**src/rtl/vga_frame_timer.sv**
```systemverilog
// Purpose: 640x480 VGA pixel timing master; scan position out, colour sampled back, registered DAC drive.
// Latency: DAC colour/sync/blank for position (x,y) appear one pixel (2 Clk) after DrawX/DrawY show (x,y).
// Backpressure: none; free-running raster, the mapper must answer combinationally within a pixel.
module vga_frame_timer #(
    parameter int H_VISIBLE = 640,
    parameter int H_FRONT   = 16,
    parameter int H_SYNC    = 96,
    parameter int H_BACK    = 48,
    parameter int V_VISIBLE = 480,
    parameter int V_FRONT   = 10,
    parameter int V_SYNC    = 2,
    parameter int V_BACK    = 33
) (
    input  logic       Clk,
    input  logic       Reset,
    input  logic [7:0] Red,
    input  logic [7:0] Green,
    input  logic [7:0] Blue,
    output logic [9:0] DrawX,
    output logic [9:0] DrawY,
    output logic       frame_start,
    output logic       VGA_CLK,
    output logic       VGA_HS,
    output logic       VGA_VS,
    output logic       VGA_BLANK_N,
    output logic       VGA_SYNC_N,
    output logic [7:0] VGA_R,
    output logic [7:0] VGA_G,
    output logic [7:0] VGA_B
);

    localparam logic [9:0] H_VIS    = 10'(H_VISIBLE);
    localparam logic [9:0] H_SYNC_B = 10'(H_VISIBLE + H_FRONT);
    localparam logic [9:0] H_SYNC_E = 10'(H_VISIBLE + H_FRONT + H_SYNC);
    localparam logic [9:0] H_LAST   = 10'(H_VISIBLE + H_FRONT + H_SYNC + H_BACK - 1);
    localparam logic [9:0] V_VIS    = 10'(V_VISIBLE);
    localparam logic [9:0] V_SYNC_B = 10'(V_VISIBLE + V_FRONT);
    localparam logic [9:0] V_SYNC_E = 10'(V_VISIBLE + V_FRONT + V_SYNC);
    localparam logic [9:0] V_LAST   = 10'(V_VISIBLE + V_FRONT + V_SYNC + V_BACK - 1);

    logic       toggle;
    logic       pix_en;
    logic [9:0] hc;
    logic [9:0] vc;
    logic       visible;
    logic       hs_active;
    logic       vs_active;
    logic       line_end;
    logic       frame_end;

    assign pix_en    = toggle;
    assign line_end  = (hc == H_LAST);
    assign frame_end = (vc == V_LAST);

    // Decoded from the current (pre-increment) position so the output stage
    // registers the attributes of the pixel the mapper is colouring right now.
    assign visible   = (hc < H_VIS) && (vc < V_VIS);
    assign hs_active = (hc >= H_SYNC_B) && (hc < H_SYNC_E);
    assign vs_active = (vc >= V_SYNC_B) && (vc < V_SYNC_E);

    always_ff @(posedge Clk) begin
        if (Reset) begin
            toggle      <= 1'b0;
            hc          <= '0;
            vc          <= '0;
            VGA_HS      <= 1'b1;
            VGA_VS      <= 1'b1;
            VGA_BLANK_N <= 1'b0;
            VGA_R       <= '0;
            VGA_G       <= '0;
            VGA_B       <= '0;
        end else begin
            toggle <= ~toggle;
            if (pix_en) begin
                if (line_end) begin
                    hc <= '0;
                    vc <= frame_end ? 10'd0 : vc + 10'd1;
                end else begin
                    hc <= hc + 10'd1;
                end
                VGA_HS      <= ~hs_active;
                VGA_VS      <= ~vs_active;
                VGA_BLANK_N <= visible;
                VGA_R       <= visible ? Red   : 8'd0;
                VGA_G       <= visible ? Green : 8'd0;
                VGA_B       <= visible ? Blue  : 8'd0;
            end
        end
    end

    // Decoded from registers only; toggle is 0 through reset, so no strobe there.
    assign frame_start = pix_en && (hc == 10'd0) && (vc == 10'd0);

    assign DrawX      = hc;
    assign DrawY      = vc;
    assign VGA_CLK    = toggle;
    assign VGA_SYNC_N = 1'b0;

endmodule

```
**config.mk**
```make
export PLATFORM = sky130hd
export DESIGN_NAME = vga_frame_timer
export DESIGN_NICKNAME = d
export VERILOG_FILES = /design/src/rtl/vga_frame_timer.sv
export SDC_FILE = /design/constraint.sdc
export NUM_CORES = 1
export LEC_CHECK = 0
export CAP_MARGIN = 20
export CORE_AREA = 2 2 85 87
export DETAILED_ROUTE_END_ITERATION = 8
export DIE_AREA = 0 0 87 89
export SLEW_MARGIN = 10
export SYNTH_ARGS = -nofsm -noshare
export SYNTH_HDL_FRONTEND = slang
export SYNTH_SLANG_ARGS = --single-unit
```
**constraint.sdc**
```tcl
create_clock -name Clk -period 2.1 [get_ports Clk]
set_input_delay 0.42 -clock Clk [delete_from_list [all_inputs] [get_ports Clk]]
set_output_delay 0.42 -clock Clk [all_outputs]
set_load 0.01 [all_outputs]
```
Yosys cells after proc, flatten, opt, wreduce, memory -nomap -nowiden
Cells that the tools add are included.
{"block": "op_classes", "eq_ne": 2, "add_sub_neg": 2, "magnitude_cmp": 6, "n_reduce_logical": 8, "mux": 5, "bitwise": 3}
{"cell": "2-to-1 mux 8 bit", "n": 3}
{"cell": "adder 10 x 1 -> 10 bit (second input constant)", "n": 2}
{"cell": "equality test 10 bit (second input constant)", "n": 2}
{"cell": "zero test 10 bit", "n": 2}
{"cell": "< comparator 10 bit (second input constant)", "n": 2}
{"cell": "< comparator 10 x 9 -> 1 bit (second input constant)", "n": 2}
{"cell": "2-to-1 mux 10 bit", "n": 2}
{"cell": ">= comparator 10 bit (second input constant)", "n": 1}
{"cell": ">= comparator 10 x 9 -> 1 bit (second input constant)", "n": 1}
{"cell": "logical AND 1 bit", "n": 5}
{"cell": "NOT 1 bit", "n": 3}
{"cell": "AND reduction 2 bit", "n": 1}
{"block": "word_totals", "out_inout_bits": 50, "in_bits": 26, "elab_cells": 35, "ff_bits": 48}

Depth between registers and ports, before layout
{"block": "depth", "ltp_word": 3, "mapped_depth": 6, "ltp_nobuf": 6}

Least setup slack after synthesis
OpenSTA, ideal clock, no wires.
{"block": "synth_timing", "path_kind": "reg-to-reg", "from": "reg hc[0], in the netlist DrawX[0]", "to": "reg vc[5], in the netlist DrawY[5]", "synth_period_minus_slack_ps": 2057, "required_ps": 2030, "arrival_time_ps": 1987, "setup_ps": 70, "path_slack_ps": 43, "stages_incl_launch_ff": 7, "cell_sequence": "dfxtp_1 ha_1 nand4_2 or3_4 buf_6 or4_1 a21oi_1"}
{"block": "synth_via", "elab_chain_len": 2}
{"element": "start: declaration", "line_no": "43", "rtl": "logic [9:0] hc;"}
{"element": "start signal: assignment", "line_no": "79", "rtl": "hc <= hc + 10'd1;"}
{"element": "equality test 10 bit", "line_no": "52", "rtl": "assign line_end = (hc == H_LAST);"}
{"element": "AND reduction 2 bit (no line)"}
{"element": "end signal: assignment", "line_no": "77", "rtl": "vc <= frame_end ? 10'd0 : vc + 10'd1;"}
{"element": "end: declaration", "line_no": "44", "rtl": "logic [9:0] vc;"}
No other way between the ends.
A chain may end at the register's enable or synchronous reset.

Final worst setup path
{"block": "layout_timing", "from": "reg vc[0], in the netlist DrawY[0]", "to": "out frame_start"}
{"block": "layout_via", "elab_chain_len": 2}
{"element": "zero test 10 bit", "line_no": "92", "rtl": "assign frame_start = pix_en && (hc == 10'd0) && (vc == 10'd0);"}
{"element": "logical AND 1 bit", "line_no": "92"}
{"element": "end: declaration", "line_no": "21", "rtl": "output logic frame_start,"}
No other way between the ends.

==> results.txt <==
The run finished with clean final reports. In this run the power density over the cells is about 600 nW/um2. The final cell count without fillers came out at between 300 and 400. The number of setup buffers added after CTS is 0. The number of port buffers is between 70 and 80. The initial core utilization is between 20 and 30%. The stage delay of the slowest cell on the critical path is 0.43 ns. The I/O pin total is 76. The post-synthesis area per instance is 9.76 um2.

The critical path starts at DrawY[0]. TritonCTS built the clock tree. Clock tree synthesis inserted a total of 5 buffers. The max-slew violation total from the final report was 0. The worst-skew pair later-pin latency is ~0.30 ns. The signed area change from the synthesized netlist to the final layout is 52.8%. The critical path in this run is classified as reg2out.

The biggest fanout along the worst timing path came out at 6. Of all flip-flops after synthesis, the portion carrying an async set or reset was 0%. The final critical path takes up a little over nine tenths of the cycle.

The post-detailed-route count of antenna-violating nets is 0. The kind of end point of the critical path is an output pin. The final setup TNS is 0 ns. The congestion estimate from routability-driven global placement came to roughly 0.86. The clock sink count is between 40 and 50.

In this run the cell area of the synthesized design comes to 1990 um2. The worst-case clock buffer depth came out at 2. The maximum number of pins on one net before global-route repair is 27. The floorplan has 30 rows. The floorplan die area came out at 7740 um2. The starting DRC count in detailed routing came out at around 70. The die is 87 um wide. In this run, placement finished with an instance count of ~360. The number of antenna repair diodes came out at 0. The worst setup path is launched from a flop.

The commonest cells after synthesis are sky130_fd_sc_hd__dfxtp_1, sky130_fd_sc_hd__a22o_1, sky130_fd_sc_hd__nor2_1. The path class of the tightest hold or removal check is reg2reg. The fraction of final layout cells with drive strength greater than 1 is 12.8%.

The clock skew is about 0.011 ns. The total iterations of the first detailed-routing run came out at 6. Setup repair after global routing left no endpoint under its margin. The data required time of the critical path came out at 1.68 ns. The number of antenna violations at the first check in global routing came to 0. Summed over all cells, the static leakage comes to 1.12 nW. The part of the Yosys area used for sequential elements is between 40% and 50%.

The dominant cell type by area after synthesis is sky130_fd_sc_hd__dfxtp_1. The worst supply voltage drop on vdd is approximately 250 uV. The startpoint identified for the worst hold timing path is VGA_BLANK_N. The detailed placement HPWL came out at roughly 3700 um.

In the synthesized netlist the dominant register cell turns out to be sky130_fd_sc_hd__dfxtp_1. The final-report setup violation count came out at 0. The chip height is 89 um. The worst flop-to-flop path startpoint is DrawX[5]. The first global-routing pass estimated ~8400 um of wire. The count of hold buffers inserted by post-cts repair came out at 0. The total global routing track utilization came out at between 10 and 15%. The buffers plus inverters on the worst setup path is 2.

The total nets after synthesis came out at 234. The area share of the leading cell type in the synthesized netlist came out at between 40% and 50%. In the post-synthesis netlist, the biggest area contributors are sky130_fd_sc_hd__dfxtp_1, sky130_fd_sc_hd__a22o_1, sky130_fd_sc_hd__xnor2_1, sky130_fd_sc_hd__ha_1, sky130_fd_sc_hd__nor3_1. The via count of the first global-routing pass came out at approximately 1800. The final layout contains routed wiring with a total length of 5160 um. The core outline area is between 6000 and 7000 um2.

The critical path goes through inv_1, ha_1, nor2b_2, nand2_1, nor2_1, dlygate4sd2_1. The kind of cell with the highest combined delay along the critical path is flip-flops. In this run, synthesis produced a sequential element count of 48. The H-tree was split into 2 levels.

The number of cells produced by synthesis is around 200. The total vias in the final route came out at around 1800. The overflow left after global routing is 0. The post-layout net count is 319.

The root buffer cell chosen for the clock tree is sky130_fd_sc_hd__clkbuf_8. Static timing analysis puts the maximum clock frequency at 504 MHz. The count of synthesis-stage warnings from yosys is 0. The count of cell types in the netlist is 43. Among all stages on the critical path, the largest delay is contributed by sky130_fd_sc_hd__dfxtp_1.

The signal arrival time at the worst endpoint is approximately 1.6 ns. After detailed routing, the average wire length per cell comes to between 10 and 15 um. The worst path in the final design needs a cycle of between 1.5 and 2 ns, including I/O delays and setup. The clock transition time at the flip-flop clock pins of the worst setup and hold paths is ~0.090 ns. The detail-routed via count per cell is about 5. The final-report hold violation count is 0.

The worst hold-check slack is around 0.47 ns. Yosys mapped a number of flops with a built-in enable equal to 0. The dominant cell by count in the synthesized netlist is sky130_fd_sc_hd__dfxtp_1. Max-cap violations in this run came to 0. For this run, design rule violations remaining after detail routing come to 0.
==> flip-flops by register name, indices dropped and copies added, names as in the netlist <==
name / cells
DrawX: 10
DrawY: 10
VGA_B: 8
VGA_BLANK_N: 1
VGA_CLK: 1
VGA_G: 8
VGA_HS: 1
VGA_R: 8
VGA_VS: 1
==> layer usage <==
metal,global-route usage [%],vias up,part of all wire [%]
met4,5.11,0,1.1
met3,3.79,7,6.6
met1,18.2,833,47
met2,21.4,65,46
met5,0,-,0
li1,-,917,-
==> final timing paths <==
kind	endpoint	slack (ns)	cells after the start
worst max register to register	DrawY[5]	0.20	4
worst min register to register	VGA_BLANK_N	0.47	1
worst max-delay path	frame_start	0.11	6
worst min-delay path	VGA_BLANK_N	0.47	1
==> stage by stage <==
stage	worst slack [ns]	utilization (%)	power, mW	cell area [um2]
after floorplan	0.0427	-	1.07	1990
after global placement	0.0492	43.4	1.22	2910
after global routing	0.00609	45.3	1.86	3040
after CTS	0.0388	44.9	1.81	3010
final	0.114	45.3	1.78	3040
after detailed placement	0.0530	43.4	1.22	2910
==> logic make-up after synthesis <==
group	share of synthesized area, %
AOI/OAI and AO/OA	16.6
xor gates and xnor gates	4.84
adders and majority gates	2.51
buffers and inverters	5.09
DFF	48.2
muxes	0.503
other	0.188
and+or+nand+nor	22.0
==> layout by cell type, fill, tap and decap left out, types with 7 or more instances in the layout <==
master,instances
sky130_fd_sc_hd__clkdlybuf4s50_1,73
sky130_fd_sc_hd__nand4_1,7
sky130_fd_sc_hd__nand3_1,9
sky130_fd_sc_hd__a22o_1,24
sky130_fd_sc_hd__nand2_1,10
sky130_fd_sc_hd__dfxtp_1,46
sky130_fd_sc_hd__a21oi_1,7
sky130_fd_sc_hd__nor2_1,11
sky130_fd_sc_hd__nor3_1,10
sky130_fd_sc_hd__buf_4,17
==> timing repair <==
item                       in CTS  in global routing
gates cloned                    0                  0
hold endpoints to repair        0                  0
setup endpoints to repair       1                  3
resized for setup               3                  5
==> area by class of cell <==
cell class / instances / area, um2
Clock buffer: 8 / 90.1
Fill cell: 663 / 3680
Inverter: 6 / 22.5
Multi-Input combinational cell: 135 / 965
Sequential cell: 48 / 963
Tap cell: 80 / 100
Timing Repair Buffer: 93 / 902
==> power breakdown <==
part	switching (mW)	leakage, nW	internal (mW)	total, mW
sequential	0.0241	0.392	0.946	0.970
combinational	0.0865	0.680	0.149	0.235
clock	0.303	0.0455	0.269	0.573
Note: power is estimated with default switching activity, not from simulation.
